**src/rtl/beat_voice_pkg.sv**
```systemverilog
// Shared types and per-intensity tables for the beat_voice hit synthesiser.
// Tables are indexed by the 2-bit beat intensity; intensity 0 never starts a hit.
package beat_voice_pkg;

    localparam int SAMPLE_W = 16;
    localparam int AMP_W    = 15;
    localparam int HP_W     = 6;

    typedef enum logic [1:0] {
        ST_IDLE  = 2'd0,
        ST_HOLD  = 2'd1,
        ST_DECAY = 2'd2
    } state_t;

    function automatic logic [AMP_W-1:0] amp_of(input logic [1:0] intensity);
        case (intensity)
            2'd1:    return 15'd8000;
            2'd2:    return 15'd16000;
            2'd3:    return 15'd30000;
            default: return '0;
        endcase
    endfunction

    // Non-zero default keeps the oscillator's wrap compare well defined while idle.
    function automatic logic [HP_W-1:0] hp_of(input logic [1:0] intensity);
        case (intensity)
            2'd1:    return 6'd55;
            2'd2:    return 6'd40;
            2'd3:    return 6'd27;
            default: return 6'd1;
        endcase
    endfunction

endpackage

```
**src/rtl/beat_voice_if.sv**
```systemverilog
// Beat input, sample request and sample output bundle between beat_voice and its neighbours.
// slave = the voice itself, master = the beat source / codec side driving it.
interface beat_voice_if;

    logic                                 beat_en;
    logic [1:0]                           beat_intensity;
    logic                                 sample_req;
    logic [beat_voice_pkg::SAMPLE_W-1:0]  sample_out;
    logic                                 sample_valid;
    logic                                 busy;

    modport slave (
        input  beat_en,
        input  beat_intensity,
        input  sample_req,
        output sample_out,
        output sample_valid,
        output busy
    );

    modport master (
        output beat_en,
        output beat_intensity,
        output sample_req,
        input  sample_out,
        input  sample_valid,
        input  busy
    );

endinterface

```
**src/rtl/beat_voice_osc.sv**
```systemverilog
// Square-wave phase counter: polarity toggles every half_period advances (0 = positive half).
// Registered, updates on the advance edge; restart wins over advance; no backpressure.
module beat_voice_osc
    import beat_voice_pkg::*;
(
    input  logic            clk,
    input  logic            rst,
    input  logic            restart,
    input  logic            advance,
    input  logic [HP_W-1:0] half_period,
    output logic            polarity
);

    logic [HP_W-1:0] phase;

    always_ff @(posedge clk or posedge rst) begin
        if (rst) begin
            phase    <= '0;
            polarity <= 1'b0;
        end else if (restart) begin
            phase    <= '0;
            polarity <= 1'b0;
        end else if (advance) begin
            if (phase == half_period - HP_W'(1)) begin
                phase    <= '0;
                polarity <= ~polarity;
            end else begin
                phase <= phase + HP_W'(1);
            end
        end
    end

endmodule

```
**src/rtl/beat_voice.sv**
```systemverilog
// Beat-triggered square-wave hit voice; one registered sample 1 cycle after each sample_req, no backpressure.
// BEAT_VOICE_DECAY_EN adds the exponential DECAY phase; without it a hit ends right after the hold.
module beat_voice
    import beat_voice_pkg::*;
#(
    parameter int HOLD_SAMPLES = 2400,
    parameter int DECAY_SHIFT  = 6,
    parameter int MIN_AMP      = 64
) (
    input  logic          clk,
    input  logic          rst,
    beat_voice_if.slave   bus
);

    localparam int                HOLD_W    = $clog2(HOLD_SAMPLES + 1);
    localparam logic [HOLD_W-1:0] HOLD_LAST = HOLD_W'(HOLD_SAMPLES - 1);

    // Decay must always remove at least 1 LSB, otherwise the hit could never end.
    if (MIN_AMP < (1 << DECAY_SHIFT)) begin : g_bad_cfg
        $error("beat_voice: MIN_AMP must be >= (1 << DECAY_SHIFT)");
    end

    state_t              state, state_nx;
    logic [AMP_W-1:0]    amp, amp_nx;
    logic [HOLD_W-1:0]   hold_cnt, hold_nx;
    logic [1:0]          lat_int, lat_nx;
    logic [SAMPLE_W-1:0] out_q, out_nx;
    logic                vld_q, vld_nx;
    logic                trigger, accept, restart, polarity;
    logic [SAMPLE_W-1:0] amp_ext;

`ifdef BEAT_VOICE_DECAY_EN
    localparam logic [AMP_W-1:0] MIN_AMP_V = AMP_W'(MIN_AMP);
    logic [AMP_W-1:0] amp_dec;
    assign amp_dec = amp - (amp >> DECAY_SHIFT);
`endif

    assign trigger = bus.beat_en && (bus.beat_intensity != 2'd0);
    assign accept  = trigger && ((state == ST_IDLE) || (bus.beat_intensity >= lat_int));
    assign amp_ext = {1'b0, amp};

    always_ff @(posedge clk or posedge rst) begin
        if (rst) begin
            state    <= ST_IDLE;
            amp      <= '0;
            hold_cnt <= '0;
            lat_int  <= '0;
            out_q    <= '0;
            vld_q    <= 1'b0;
        end else begin
            state    <= state_nx;
            amp      <= amp_nx;
            hold_cnt <= hold_nx;
            lat_int  <= lat_nx;
            out_q    <= out_nx;
            vld_q    <= vld_nx;
        end
    end

    always_comb begin
        state_nx = state;
        amp_nx   = amp;
        hold_nx  = hold_cnt;
        lat_nx   = lat_int;
        out_nx   = out_q;
        vld_nx   = 1'b0;
        restart  = 1'b0;

        if (bus.sample_req) begin
            vld_nx = 1'b1;
            if (state == ST_IDLE) begin
                out_nx = '0;
            end else begin
                out_nx = polarity ? -amp_ext : amp_ext;
            end

            case (state)
                ST_HOLD: begin
                    if (hold_cnt == HOLD_LAST) begin
                        hold_nx = '0;
`ifdef BEAT_VOICE_DECAY_EN
                        state_nx = ST_DECAY;
`else
                        state_nx = ST_IDLE;
                        amp_nx   = '0;
                        lat_nx   = '0;
`endif
                    end else begin
                        hold_nx = hold_cnt + HOLD_W'(1);
                    end
                end
`ifdef BEAT_VOICE_DECAY_EN
                ST_DECAY: begin
                    amp_nx = amp_dec;
                    if (amp_dec < MIN_AMP_V) begin
                        state_nx = ST_IDLE;
                        amp_nx   = '0;
                        lat_nx   = '0;
                    end
                end
`endif
                default: ;
            endcase
        end

        // A same-cycle request already used the old state above; the trigger shapes the next one.
        if (accept) begin
            state_nx = ST_HOLD;
            amp_nx   = amp_of(bus.beat_intensity);
            hold_nx  = '0;
            lat_nx   = bus.beat_intensity;
            restart  = 1'b1;
        end
    end

    beat_voice_osc u_osc (
        .clk         (clk),
        .rst         (rst),
        .restart     (restart),
        .advance     (bus.sample_req && (state != ST_IDLE)),
        .half_period (hp_of(lat_int)),
        .polarity    (polarity)
    );

    assign bus.sample_out   = out_q;
    assign bus.sample_valid = vld_q;
    assign bus.busy         = (state != ST_IDLE);

endmodule

```
**src/flat_wrapper.sv**
```systemverilog
// flat-port wrapper written by rule: the top's interface ports become plain ports
module beat_voice_flat import beat_voice_pkg::*;
#(
    parameter int HOLD_SAMPLES = 2400,
    parameter int DECAY_SHIFT  = 6,
    parameter int MIN_AMP      = 64
)
  (clk, rst, bus_beat_en, bus_beat_intensity, bus_sample_req, bus_sample_out, bus_sample_valid, bus_busy);
  beat_voice_if bus_i ();
  input  logic clk;
  input  logic rst;
  input wire logic [$bits(bus_i.beat_en)-1:0] bus_beat_en;
  input wire logic [$bits(bus_i.beat_intensity)-1:0] bus_beat_intensity;
  input wire logic [$bits(bus_i.sample_req)-1:0] bus_sample_req;
  output wire logic [$bits(bus_i.sample_out)-1:0] bus_sample_out;
  output wire logic [$bits(bus_i.sample_valid)-1:0] bus_sample_valid;
  output wire logic [$bits(bus_i.busy)-1:0] bus_busy;
  assign bus_i.beat_en = bus_beat_en;
  assign bus_i.beat_intensity = bus_beat_intensity;
  assign bus_i.sample_req = bus_sample_req;
  assign bus_sample_out = bus_i.sample_out;
  assign bus_sample_valid = bus_i.sample_valid;
  assign bus_busy = bus_i.busy;
  beat_voice #(.HOLD_SAMPLES(HOLD_SAMPLES), .DECAY_SHIFT(DECAY_SHIFT), .MIN_AMP(MIN_AMP)) u_core (.clk(clk), .rst(rst), .bus(bus_i));
endmodule
```
**config.mk**
```make
export PLATFORM = sky130hd
export DESIGN_NAME = beat_voice_flat
export DESIGN_NICKNAME = d
export VERILOG_FILES = /design/src/rtl/beat_voice_pkg.sv /design/src/rtl/beat_voice_if.sv /design/src/rtl/beat_voice_osc.sv /design/src/rtl/beat_voice.sv /design/src/flat_wrapper.sv
export SDC_FILE = /design/constraint.sdc
export NUM_CORES = 1
export LEC_CHECK = 0
export CAP_MARGIN = 15
export CORE_MARGIN = 5
export CORE_UTILIZATION = 40
export CTS_CLUSTER_SIZE = 25
export DETAILED_ROUTE_END_ITERATION = 16
export PLACE_DENSITY_LB_ADDON = 0.08
export SLEW_MARGIN = 40
export SYNTH_ARGS = -nofsm -noshare
export SYNTH_HDL_FRONTEND = slang
export SYNTH_SLANG_ARGS = --single-unit
```
**constraint.sdc**
```tcl
create_clock -name clk -period 5.69 [get_ports clk]
set_input_delay 1.138 -clock clk [delete_from_list [all_inputs] [get_ports clk]]
set_output_delay 1.138 -clock clk [all_outputs]
set_load 0.05 [all_outputs]
```
==> impl_summary.txt <==
----------------------------------------------------
[Outcome]
  Status ... completed

[Clock network]
  Number of hold buffers added after cts ... 0
  Clock insertion delay at the later pin of the skew report ... 0.29 ns
  TritonCTS clock tree ... built
  Root Buffer ... sky130_fd_sc_hd__clkbuf_8
  Cts bufs inserted ... 5
  Number of H-tree levels ... 2
  Setup Fix Bufs, Post-CTS ... 0
  Worst-path clk slew ... 0.08 ns
  Number of gates resized after cts ... 0
  Maximum count of clock buffers along a single path ... 2
  # clock sinks ... 42

[Global routing]
  Total global routing overflow ... 0
  Global-route usage over all layers ... 14.1%
  Number of global-route vias before repair ... 1792
  Maximum number of pins on one net before global-route repair ... 43
  Initial antenna violation count ... 0
  First-pass GRT wire length ... 8.57 mm

[Floorplanning]
  Die ar. ... 7690 sq um
  Die Span Y ... 87.7 microns
  Initial core utilization ... 41.1%
  Area of the core region ... 5890 sq um
  Number of rows in the core area ... 28
  Horizontal die dimension ... 87.7 microns
  Number of top-level pins ... 24

[Route]
  Number of DRC violations after detailed-routing iteration 0 ... 84
  Total number of vias ... 1809
  Average detailed-routed wire length per instance ... 14.6 microns
  ANT nets after route ... 0
  Detailed-route wire length ... 5.03 mm
  Via/cell ratio ... 5.26
  # DRC ... 0
  Router iterations before antenna repair ... 4

[Placed design]
  Placement-stage worst setup slack ... 2.11 ns
  Cell count after placement ... 336
  GPL Wtd Cong ... 0.800
  Port buffer count ... 19
  Post-detail-place hpwl ... 3.68 mm

[Cells and area]
  Antenna diode count ... 0
  Most common cell after layout, fill and taps aside ... sky130_fd_sc_hd__dfrtp_1
  Commonest cells after routing, fill and taps aside ... sky130_fd_sc_hd__dfrtp_1, sky130_fd_sc_hd__inv_1, sky130_fd_sc_hd__clkdlybuf4s50_1
  Filler cell count in the final layout ... 583
  Nets@finish ... 290
  Share of final-layout standard cells stronger than drive strength 1 ... 6.69%
  Post-Layout Cell Count ... 344
  Area grow syn2layout ... 13.9%

[Synth]
  Count of yosys warnings during synthesis ... 0
  Portion of the post-synthesis area used by sequential elements ... 43.5%
  Cell variety after synth ... 51
  Synth top area cells ... sky130_fd_sc_hd__dfrtp_1, sky130_fd_sc_hd__ha_1, sky130_fd_sc_hd__xor2_1, sky130_fd_sc_hd__inv_1, sky130_fd_sc_hd__nand3_1
  Number of standard cells after synthesis ... 250
  Number of enable-type register cells in the synthesized netlist ... 0
  Synth Flop Type ... sky130_fd_sc_hd__dfrtp_1
  Area of the mapped netlist ... 2420 sq um
  Fraction of registers with async set or reset after synthesis ... 100%
  Library cell occupying the most area in the post-synthesis netlist ... sky130_fd_sc_hd__dfrtp_1
  Proportion of netlist area held by the largest area contributor ... 43.5%
  Mean instance size in the synthesized netlist ... 9.66 sq um
  Post-synthesis register bit count ... 42

[Timing]
  Setup skew after layout ... 0.00463 ns
  Final number of setup-violating endpoints ... 0
  Setup slack of the critical path after layout ... 2.43 ns
  Transition time at the pin with the least slew margin ... 0.608 ns
  Setup repair after global routing missed its margin ... no
  Slew Limit Fails ... 0
  Final period util ... 57.3%
  Sum of negative setup slack ... 0 ns
  Max_slew headroom ... 59.4%
  Post-layout min period ... 3.26 ns
  Hold Vio Cnt, Final ... 0
  Maximum clock rate ... 307 MHz

[Hold path]
  Worst hold path depth ... 2
  Worst min path class ... flop to flop
  Hold Crit Start ... u_core.bus.sample_out[6]$_DFFE_PP0P_
  Worst Hold Endpoint ... u_core.bus.sample_out[6]$_DFFE_PP0P_

[Critical path]
  Critical path class ... input pin to flop
  Stage delay of the slowest cell on the critical path ... 0.86 ns
  Endpoint of the worst-slack reg-to-reg timing path ... u_core.u_osc.phase[2]$_DFFE_PP0P_
  Largest fanout on the critical path ... 18
  Reg-to-reg startpoint ... u_core.lat_int[0]$_DFFE_PP0P_
  Internal reg-to-reg setup slack ... 3.58 ns
  Cells along the critical path ... clkdlybuf4s50_1 -> nand2_1 -> nor3_1 -> or2_1 -> o22ai_2
  Critical path capture point type ... flop
  CP Data Required Time ... 5.85 ns
  Reg2Reg Depth ... 7
  Crit path arrival time ... 3.41 ns
  Slowest cell on crit path ... sky130_fd_sc_hd__clkdlybuf4s50_1
  Setup crit start kind ... input pin

[Power]
  Power Total ... 1.18 mW
  Power density cells ... 429 nW/um^2
  Leak ... 1.22 nW
  Worst vdd rail ir drop ... 0.250 mV

[Job]
  Count of maximum capacitance violations ... 0

----------------------------------------------------
==> where the power goes <==
part / switching [mW] / leakage [nW] / internal, mW
Sequential: 0.0881 / 0.551 / 0.375
Combinational: 0.303 / 0.618 / 0.180
Clock: 0.104 / 0.0514 / 0.131
Total: 0.495 / 1.22 / 0.686
==> cell type report <==
class                           count  area [sq um]  area share [%]
Multi-Input combinational cell    176          1210            44.1
Timing Repair Buffer               20           198            7.19
Tap cell                           75          93.8            3.41
Inverter                           23          86.3            3.14
Clock inverter                      2          37.5            1.36
Clock buffer                        6          72.6            2.64
Sequential cell                    42          1050            38.2
==> cell families (layout without fill, tap and decap cells) <==
group | after synthesis | in the layout | synth area share [%]
xor gates and xnor gates | 17 | 17 | 6.16
and+or+nand+nor | 85 | 85 | 18.3
adders and majority gates | 16 | 16 | 8.29
AOI/OAI and AO/OA | 52 | 52 | 15.9
buffers and inverters | 35 | 51 | 6.78
other | 1 | 4 | 0.155
DFF | 42 | 42 | 43.5
muxes | 2 | 2 | 0.880
==> state kept, by name, indices dropped and copies added, names as in the netlist <==
register                 flops
u_core.state                 1
u_core.bus.sample_valid      1
u_core.u_osc.polarity        1
u_core.amp                   7
u_core.u_osc.phase           6
u_core.lat_int               2
u_core.bus.sample_out       12
u_core.hold_cnt             12
==> critical path: cells and delay by family <==
| kind | cells | cell delay [ns] |
|---|---|---|
| simple gates | 3 | 1.27 |
| buf+inv | 1 | 0.86 |
| compound gates | 1 | 0.14 |
==> stage by stage <==
step | area (sq um) | utilization, % | hold WS (ns)
2_1_floorplan | 2430 | - | 0.493
3_3_place_gp | 2640 | 44.9 | 0.511
3_5_place_dp | 2640 | 44.9 | 0.519
4_1_cts | 2750 | 46.7 | 0.532
5_1_grt | 2750 | 46.7 | 0.561
6_report | 2750 | 46.7 | 0.533
==> how the worst max path moves through the flow <==
| stage | to | depth (start not counted) | from | slack [ns] |
|---|---|---|---|---|
| after global routing | u_core.u_osc.phase[4]$_DFFE_PP0P_ | 6 | bus_sample_req | 2.20 |
| after floorplan | u_core.lat_int[0]$_DFFE_PP0P_ | 9 | bus_beat_intensity[0] | 3.07 |
| final | u_core.lat_int[0]$_DFFE_PP0P_ | 5 | bus_sample_req | 2.43 |
| after detailed placement | u_core.lat_int[0]$_DFFE_PP0P_ | 7 | bus_beat_intensity[1] | 2.11 |
| after global placement | u_core.lat_int[1]$_DFFE_PP0P_ | 7 | bus_beat_intensity[1] | 2.10 |
| after CTS | u_core.lat_int[0]$_DFFE_PP0P_ | 7 | bus_beat_intensity[1] | 2.42 |
==> cells in the mapped netlist (all sizes together) (3+ instances only) <==
| master | instances |
|---|---|
| ha | 16 |
| nor2 | 16 |
| and3 | 5 |
| nand4 | 5 |
| inv | 23 |
| dfrtp | 42 |
| clkbuf | 4 |
| nand2 | 15 |
| xor2 | 10 |
| xnor2 | 7 |
| and2 | 4 |
| nand2b | 3 |
| a22oi | 4 |
| a22o | 3 |
| nor2b | 5 |
| o21ai | 15 |
| nor3 | 6 |
| o22ai | 11 |
| nand3 | 16 |
| buf | 8 |
| or3 | 3 |
| o31ai | 4 |
==> per-layer routing <==
| metal | routed length [microns] | GRT usage, % | vias up | share of wire, % |
|---|---|---|---|---|
| met5 | 0 | 0 | - | 0 |
| met4 | 77 | 5.44 | 0 | 1.5 |
| met3 | 175 | 3.01 | 8 | 3.5 |
| met2 | 2240 | 21.3 | 32 | 45 |
| met1 | 2540 | 19.9 | 863 | 50 |
| li1 | - | - | 906 | - |
(Power assumes the default switching activity.)
